`src/rtl/fetch_assembler.sv`:
```
// Byte-serial instruction fetch: reads four ROM bytes over a two-phase
// trigger/ready handshake and presents the little-endian word downstream.
//
// state   | meaning
// --------+---------------------------------------------------------------
// IDLE    | fetch paused (en low or just reset), no request outstanding
// REQ     | one cycle: drive addrOut, toggle triggerOut, load wait counter
// WAIT    | count down; leave once the count expires and ROM reports ready
// CAPTURE | write dataIn into lane byte_idx; next byte or complete the word
// HOLD    | instr_valid high until downstream accepts
module fetch_assembler #(
    parameter logic [31:0] RESET_PC    = 32'h0000_0000,
    parameter int unsigned WAIT_CYCLES = 2
) (
    input  logic        clk,
    input  logic        rst_n,
    input  logic        en,
    input  logic        redirect_valid,
    input  logic [31:0] redirect_pc,
    output logic [31:0] addrOut,
    output logic        triggerOut,
    input  logic [7:0]  dataIn,
    input  logic        readyIn,
    output logic [31:0] instr,
    output logic [31:0] instr_pc,
    output logic        instr_valid,
    input  logic        instr_ready,
    output logic        busy
);

    typedef enum logic [2:0] {
        S_IDLE,
        S_REQ,
        S_WAIT,
        S_CAPTURE,
        S_HOLD
    } state_t;

    localparam logic [31:0] PC_INIT   = RESET_PC & 32'hFFFF_FFFC;
    localparam logic [3:0]  WAIT_LOAD = 4'(WAIT_CYCLES);

    state_t      state_q, state_d;
    logic [31:0] pc_q, pc_d;
    logic [1:0]  idx_q, idx_d;
    logic [31:0] addr_q, addr_d;
    logic        trig_q, trig_d;
    logic [3:0]  cnt_q, cnt_d;
    logic [31:0] instr_q, instr_d;
    logic [31:0] ipc_q, ipc_d;
    logic        valid_q, valid_d;
    logic        rdy_s1_q, rdy_s2_q;

    always_ff @(posedge clk or negedge rst_n) begin
        if (!rst_n) begin
            state_q  <= S_IDLE;
            pc_q     <= PC_INIT;
            idx_q    <= 2'd0;
            addr_q   <= PC_INIT;
            trig_q   <= 1'b0;
            cnt_q    <= 4'd0;
            instr_q  <= 32'd0;
            ipc_q    <= 32'd0;
            valid_q  <= 1'b0;
            rdy_s1_q <= 1'b0;
            rdy_s2_q <= 1'b0;
        end else begin
            state_q  <= state_d;
            pc_q     <= pc_d;
            idx_q    <= idx_d;
            addr_q   <= addr_d;
            trig_q   <= trig_d;
            cnt_q    <= cnt_d;
            instr_q  <= instr_d;
            ipc_q    <= ipc_d;
            valid_q  <= valid_d;
            rdy_s1_q <= readyIn;
            rdy_s2_q <= rdy_s1_q;
        end
    end

    always_comb begin
        state_d = state_q;
        pc_d    = pc_q;
        idx_d   = idx_q;
        addr_d  = addr_q;
        trig_d  = trig_q;
        cnt_d   = cnt_q;
        instr_d = instr_q;
        ipc_d   = ipc_q;
        valid_d = valid_q;

        case (state_q)
            S_IDLE: begin
                if (en) state_d = S_REQ;
            end
            S_REQ: begin
                addr_d  = pc_q + {30'd0, idx_q};
                trig_d  = ~trig_q;
                cnt_d   = WAIT_LOAD;
                state_d = S_WAIT;
            end
            S_WAIT: begin
                // The count expires on the cycle it would reach zero, so WAIT
                // lasts exactly WAIT_CYCLES cycles when the ROM is already ready.
                if (cnt_q != 4'd0) cnt_d = cnt_q - 4'd1;
                if ((cnt_q <= 4'd1) && rdy_s2_q) state_d = S_CAPTURE;
            end
            S_CAPTURE: begin
                case (idx_q)
                    2'd0:    instr_d[7:0]   = dataIn;
                    2'd1:    instr_d[15:8]  = dataIn;
                    2'd2:    instr_d[23:16] = dataIn;
                    default: instr_d[31:24] = dataIn;
                endcase
                if (idx_q == 2'd3) begin
                    idx_d   = 2'd0;
                    ipc_d   = pc_q;
                    pc_d    = pc_q + 32'd4;
                    valid_d = 1'b1;
                    state_d = S_HOLD;
                end else begin
                    idx_d   = idx_q + 2'd1;
                    state_d = en ? S_REQ : S_IDLE;
                end
            end
            S_HOLD: begin
                if (instr_ready) begin
                    valid_d = 1'b0;
                    state_d = en ? S_REQ : S_IDLE;
                end
            end
            default: state_d = S_IDLE;
        endcase

        // Redirect wins over everything except a handshake already taking
        // place this cycle; pc only ever advances in CAPTURE, so it is simply
        // replaced here. A trigger toggle from REQ still goes out.
        if (redirect_valid) begin
            pc_d    = redirect_pc & 32'hFFFF_FFFC;
            idx_d   = 2'd0;
            valid_d = 1'b0;
            instr_d = instr_q;
            ipc_d   = ipc_q;
            state_d = en ? S_REQ : S_IDLE;
        end
    end

    assign addrOut     = addr_q;
    assign triggerOut  = trig_q;
    assign instr       = instr_q;
    assign instr_pc    = ipc_q;
    assign instr_valid = valid_q;
    assign busy        = (state_q != S_IDLE) && (state_q != S_HOLD);

endmodule

```
`config.mk`:
```
export PLATFORM = sky130hd
export DESIGN_NAME = fetch_assembler
export DESIGN_NICKNAME = d
export VERILOG_FILES = /design/src/rtl/fetch_assembler.sv
export SDC_FILE = /design/constraint.sdc
export NUM_CORES = 1
export LEC_CHECK = 0
export ABC_AREA = 1
export CAP_MARGIN = 20
export CELL_PAD_IN_SITES_DETAIL_PLACEMENT = 2
export CELL_PAD_IN_SITES_GLOBAL_PLACEMENT = 2
export CORE_MARGIN = 5
export CORE_UTILIZATION = 29
export DETAILED_ROUTE_END_ITERATION = 8
export GPL_TIMING_DRIVEN = 0
export PLACE_DENSITY_LB_ADDON = 0.08
export SLEW_MARGIN = 20
export SYNTH_ARGS = -nofsm -noshare
export SYNTH_HDL_FRONTEND = slang
export SYNTH_SLANG_ARGS = --single-unit
```
`constraint.sdc`:
```
create_clock -name clk -period 1.96 [get_ports clk]
set_input_delay 0.392 -clock clk [delete_from_list [all_inputs] [get_ports clk]]
set_output_delay 0.392 -clock clk [all_outputs]
set_load 0.005 [all_outputs]
```
### Word-level counts from Yosys, hierarchy flattened

Cells that the tools add are included.

| word-level totals | value |
|---|---|
| bits in registers | 141 |
| input port bits | 46 |
| output and inout port bits | 99 |
| logic and storage cells | 74 |

| operators by class | value |
|---|---|
| add/subtract/negate cells | 4 |
| magnitude comparators | 1 |
| eq/ne operators | 13 |
| mux-type cells | 19 |
| bitwise logic cells | 3 |
| reductions and logical operators | 20 |

Operators with widths:

| operator | count |
|---|---|
| 32-bit 2-to-1 mux | 3 |
| 32-bit by 2-bit adder with 32-bit output | 1 |
| 32-bit by 3-bit adder with 32-bit output (second input constant) | 1 |
| 3-bit AND reduction | 7 |
| 3-bit 2-to-1 mux | 5 |
| 3-bit inequality test (second input constant) | 5 |
| 3-bit case mux with 5 select lines | 1 |
| 4-bit case mux with 2 select lines | 1 |
| 3-bit by 2-bit == test with 1-bit output (second input constant) | 2 |
| 2-bit 2-to-1 mux | 3 |
| 2-bit nonzero test | 3 |
| 3-bit nonzero test | 2 |
| 2-bit == test (second input constant) | 2 |
| 4-bit by 1-bit <= comparator with 1-bit output (second input constant) | 1 |
| 1-bit 2-to-1 mux | 4 |
| 4-bit 2-to-1 mux | 1 |
| 2-bit AND reduction | 2 |
| 4-bit nonzero test | 1 |
| 4-bit by 1-bit subtractor with 4-bit output (second input constant) | 1 |
| 3-bit by 1-bit == test with 1-bit output (second input constant) | 1 |
| 3-bit == test (second input constant) | 1 |
| 3-bit zero test | 1 |
| 1-bit NOT | 3 |
| 3-bit OR reduction | 1 |
| 6 further kinds | 7 |

### Logic depth before layout (Yosys ltp)

| depth | value |
|---|---|
| depth after elaboration | 5 |
| gate-level depth with buffers | 9 |
| mapped depth without buffers | 9 |

### Worst setup path after synthesis

No wires, ideal clock.

| timing | value |
|---|---|
| path type | reg2reg |
| start point | reg idx_q[0] |
| end point | reg pc_q[20] |
| library setup time | 0.130 ns |
| arrival | 1.295 ns |
| data required time | 1.830 ns |
| path slack | 0.535 ns |
| stages on the path, launching flop included | 8 |
| buffers on the path | 1 |
| clock period less this slack | 1.425 ns |
| cell sequence | dfrtp_1 ha_1 inv_1 o21ai_2 inv_1 clkbuf_1 nand2_1 nand4_1 |

| between the ends | value |
|---|---|
| word-level cells in the longest chain between the ends | 3 |

Ends and longest elaborated chain:

| element | line | RTL |
|---|---|---|
| start, declared | 44 | `logic [1:0] idx_q, idx_d;` |
| start signal, assigned | 69 | `idx_q <= idx_d;` |
| 2-bit == test | 115 | `if (idx_q == 2'd3) begin` |
| 2-bit nonzero test (no line) | - |  |
| 2-bit AND reduction (no line) | - |  |
| end signal, assigned | 68 | `pc_q <= pc_d;` |
| end, declared | 43 | `logic [31:0] pc_q, pc_d;` |

Every way passes these cells.
A chain may end at the register's enable or synchronous reset.

### Worst setup path after layout

| timing | value |
|---|---|
| start point | reg state_q[1] |
| end point | reg addr_q[27] (netlist: addrOut[27]) |

| between the ends | value |
|---|---|
| word-level cells in the longest chain between the ends | 1 |

Ends and longest elaborated chain:

| element | line | RTL |
|---|---|---|
| start, declared | 42 | `state_t state_q, state_d;` |
| start signal, assigned | 67 | `state_q <= state_d;` |
| 3-bit by 1-bit == test with 1-bit output | 92 | `case (state_q)` |
| end signal, assigned | 70 | `addr_q <= addr_d;` |
| end, declared | 45 | `logic [31:0] addr_q, addr_d;` |

Every way passes these cells.

==> results_tabular.tex <==
\begin{tabular}{lr}
\hline
Metric & Value \\
\hline
\multicolumn{2}{l}{\textbf{Pwr}} \\
IR drop worst, VDD & 0.597 mV \\
Power share of the combinational group & 0.218 \\
Pwr Total & 8.68 mW \\
Net load switching power & 2.61 mW \\
P\_int & 6.07 mW \\
Switching share of power & 0.301 \\
Power per Cell Area & 1010 mW/mm² \\
Register share of total power & 0.420 \\
Clock share of power & 0.362 \\
Leakage & 3.89 nW \\
\multicolumn{2}{l}{\textbf{Clock network}} \\
Maximum buffer depth of the clock tree & 2 \\
Clock root cell & sky130\_fd\_sc\_hd\_\_clkbuf\_16 \\
Sink Count & 137 \\
Max H-tree Level & 4 \\
TritonCTS clock tree & yes \\
Number of buffers created by CTS & 17 \\
CTS clock-pin slew for the worst setup and hold paths & 0.06 ns \\
Skew-Pair Late Insertion Delay & 0.43 ns \\
\multicolumn{2}{l}{\textbf{Critical path}} \\
Crit. Startpoint & state\_q[1] \\
R2R Setup Slk & 0.16 ns \\
Source of the worst register-to-register timing path & state\_q[1] \\
Critical Path RT & 2.30 ns \\
Maximum fanout encountered on the critical timing path & 10 \\
CP Data Arrival Time & 2.14 ns \\
Register-to-Register Path Depth & 5 \\
Sort of element at the end of the critical path & flip-flop \\
Path type of the worst setup path & reg2reg \\
Startpoint kind of the worst setup timing path & flip-flop \\
\multicolumn{2}{l}{\textbf{Layout}} \\
Layout fillers & 2,346 \\
ANT cells & 0 \\
Fraction of layout cells with a size suffix above 1 & 0.0732 \\
Post-layout nets & 956 \\
Growth of design area from synthesis to finish & 38.2\% \\
Post-route non-filler standard cell count & 1,190 \\
\multicolumn{2}{l}{\textbf{Logic synthesis}} \\
Post-synthesis cell count & 739 \\
Number of flip-flops and latches in the synthesized netlist & 137 \\
Synthesized area per cell & 8.39 µm² \\
Number of different library cells in the post-synthesis netlist & 38 \\
Part of the Yosys area used for sequential elements & 0.553 \\
Post-synth design cell area & 0.00620 mm² \\
Count of warnings emitted by yosys & 0 \\
\multicolumn{2}{l}{\textbf{STA}} \\
Final Hold Fails & 0 \\
Worst slew pin tran & 0.692 ns \\
Portion of the clock cycle consumed by the worst path in the final layout & 0.917 \\
Slew HR & 0.539 \\
Max Slew Vio Count & 0 \\
Setup total negative slack & 0 ns \\
\# setup viols final & 0 \\
Worst setup slack after layout & 0.162 ns \\
Unrepaired setup endpoints after global routing & no \\
Worst-case hold slack & 0.354 ns \\
Maximum clock frequency & 556 MHz \\
Final critical path time including I/O delays and setup & 1.80 ns \\
Post-Route Skew & 0.0101 ns \\
\multicolumn{2}{l}{\textbf{Global routing}} \\
Antenna violations before repair & 1 \\
Wire length of the first global-routing pass & 36,500 µm \\
Final global-route overflow total & 0 \\
Total global-route track usage & 0.193 \\
Maximum number of pins on one net before global-route repair & 73 \\
Vias in the first global route & 6,479 \\
\multicolumn{2}{l}{\textbf{Floorplanning}} \\
Initial core utilization & 0.295 \\
Die X & 156 µm \\
Placement Rows & 53 \\
Die outline area & 0.0244 mm² \\
Number of primary I/O pins & 145 \\
Core Box Area & 0.0210 mm² \\
Die height & 156 µm \\
\multicolumn{2}{l}{\textbf{Status}} \\
Result of the run & finished clean \\
\multicolumn{2}{l}{\textbf{Place}} \\
Final weighted congestion in routability-driven placement & 0.815 \\
Number of placed instances with taps included & 1,155 \\
Count of input and output buffers & 139 \\
Pre-CTS WS & 0.0703 ns \\
Final HPWL from detailed placement & 17,500 µm \\
\multicolumn{2}{l}{\textbf{Routing}} \\
Violation count after the first detailed-route iteration & 160 \\
Router iterations before antenna repair & 5 \\
Remaining routing DRC violations & 0 \\
Wire per inst & 19.3 µm \\
Via total after detailed routing & 5,753 \\
Final wirelength & 23,000 µm \\
Number of antenna-violating nets in the routed design & 0 \\
Ratio of routed vias to standard cells & 4.83 \\
\multicolumn{2}{l}{\textbf{Hold path}} \\
Worst hold-check path type & reg2reg \\
Worst hold path depth & 0 \\
Startpoint of the worst hold path & rdy\_s1\_q \\
\multicolumn{2}{l}{\textbf{Run}} \\
Number of max-cap violations & 0 \\
\hline
\end{tabular}
==> per-stage QoR <==
stage | instance area [µm²] | utilization
after floorplan | 6200 | -
after global placement | 7940 | 0.378
after detailed placement | 7970 | 0.379
after CTS | 8560 | 0.407
after global routing | 8570 | 0.408
final | 8570 | 0.408
==> worst paths after layout <==
kind                          endpoint
setup / recovery           addrOut[27]
hold / removal                rdy_s2_q
setup reg to reg           addrOut[27]
hold reg to reg               rdy_s2_q
max in group asynchronous     pc_q[13]
min in group asynchronous    instr[21]
==> cells in the mapped netlist (all sizes together) <==
| cell | number | area [µm²] |
|---|---|---|
| buf | 15 | 95.1 |
| xnor2 | 1 | 8.76 |
| o31ai | 1 | 7.51 |
| dfrtp | 137 | 3430 |
| and2 | 1 | 6.26 |
| a21oi | 14 | 70.1 |
| nand3b | 4 | 30.0 |
| o21bai | 3 | 22.5 |
| o22ai | 1 | 6.26 |
| o221ai | 1 | 8.76 |
| nand3 | 28 | 153 |
| o21ai | 110 | 554 |
| nand2 | 219 | 830 |
| or3 | 1 | 6.26 |
| conb | 1 | 3.75 |
| inv | 66 | 248 |
| nand4 | 7 | 43.8 |
| clkbuf | 14 | 53.8 |
| nor3 | 10 | 61.3 |
| a21boi | 1 | 7.51 |
| a31oi | 1 | 6.26 |
| o211ai | 5 | 37.5 |
| a22oi | 1 | 7.51 |
| o2111ai | 1 | 8.76 |
| ha | 8 | 100 |
| nor2 | 81 | 335 |
| xor2 | 7 | 61.3 |
==> logic make-up (layout without fill, tap and decap cells) <==
kind of cell    after synthesis  in the layout  share of synthesized area
compound gates              139            139                      0.119
xor+xnor                      8              8                     0.0113
fa+ha+maj                     8              8                     0.0161
buf+inv                      95            270                     0.0640
flops                       137            137                      0.553
other cells                   1              2                   0.000605
simple gates                351            351                      0.236
==> area by class of cell <==
class	instances	area [µm²]	share of cell area
clock inverter	14	135	0.0158
multi-input combinational	508	2380	0.278
clock buffer	18	429	0.0501
buffer	29	150	0.0175
inverter	66	248	0.0289
tap	275	344	0.0401
timing repair buffer	143	1450	0.169
sequential	137	3430	0.400
==> power groups by stage <==
stage | Clock, mW | Combinational, mW | Sequential (mW)
floorplan | 0 | 0.671 | 3.65
global placement | 0 | 1.82 | 3.66
detailed placement | 0 | 1.91 | 3.70
CTS | 3.23 | 1.95 | 3.65
global route | 3.35 | 2.10 | 3.72
finish | 3.14 | 1.89 | 3.64
==> state kept, by name, indices dropped and copies added, names as in the netlist <==
| register | flops |
|---|---|
| idx_q | 2 |
| cnt_q | 4 |
| pc_q | 30 |
| addrOut | 32 |
| instr_pc | 30 |
| rdy_s1_q | 1 |
| instr | 32 |
| triggerOut | 1 |
| instr_valid | 1 |
| rdy_s2_q | 1 |
| state_q | 3 |
==> worst max-delay path, cell delays in order (launching register included) <==
cell	delay, ns
sky130_fd_sc_hd__dfrtp_2	0.41
sky130_fd_sc_hd__buf_4	0.16
sky130_fd_sc_hd__nor3_4	0.32
sky130_fd_sc_hd__inv_2	0.18
sky130_fd_sc_hd__clkbuf_1	0.34
sky130_fd_sc_hd__o21ai_0	0.28
==> layer usage <==
metal / vias to the layer above / global-route usage / part of all wire
met3: 22 / 0.0523 / 0.049
li1: 2702 / - / -
met4: 2 / 0.0438 / 0.011
met5: - / 0 / 0.00056
met1: 2916 / 0.246 / 0.45
met2: 111 / 0.331 / 0.49
==> cell usage in the layout (no fill, tap or decap), types with 13 or more instances in the layout <==
master / Yosys / routed
sky130_fd_sc_hd__nand2_1: 218 / 218
sky130_fd_sc_hd__clkdlybuf4s50_1: 0 / 137
sky130_fd_sc_hd__dfrtp_1: 137 / 136
sky130_fd_sc_hd__o21ai_0: 102 / 102
sky130_fd_sc_hd__nor2_1: 74 / 74
sky130_fd_sc_hd__inv_1: 64 / 63
sky130_fd_sc_hd__nand3_1: 27 / 27
sky130_fd_sc_hd__clkbuf_16: 0 / 17
sky130_fd_sc_hd__a21oi_1: 14 / 14
sky130_fd_sc_hd__clkbuf_1: 13 / 13
==> repair_timing <==
action                                  4_1_cts  5_1_grt
hold buffers                                  1        0
resized for setup                             1        5
endpoints found under the setup margin        1        6
hold endpoints to repair                     65        0
gates cloned                                  0        0
buffers inserted                              2        0
No activity file was read; power rests on OpenSTA's default activity.
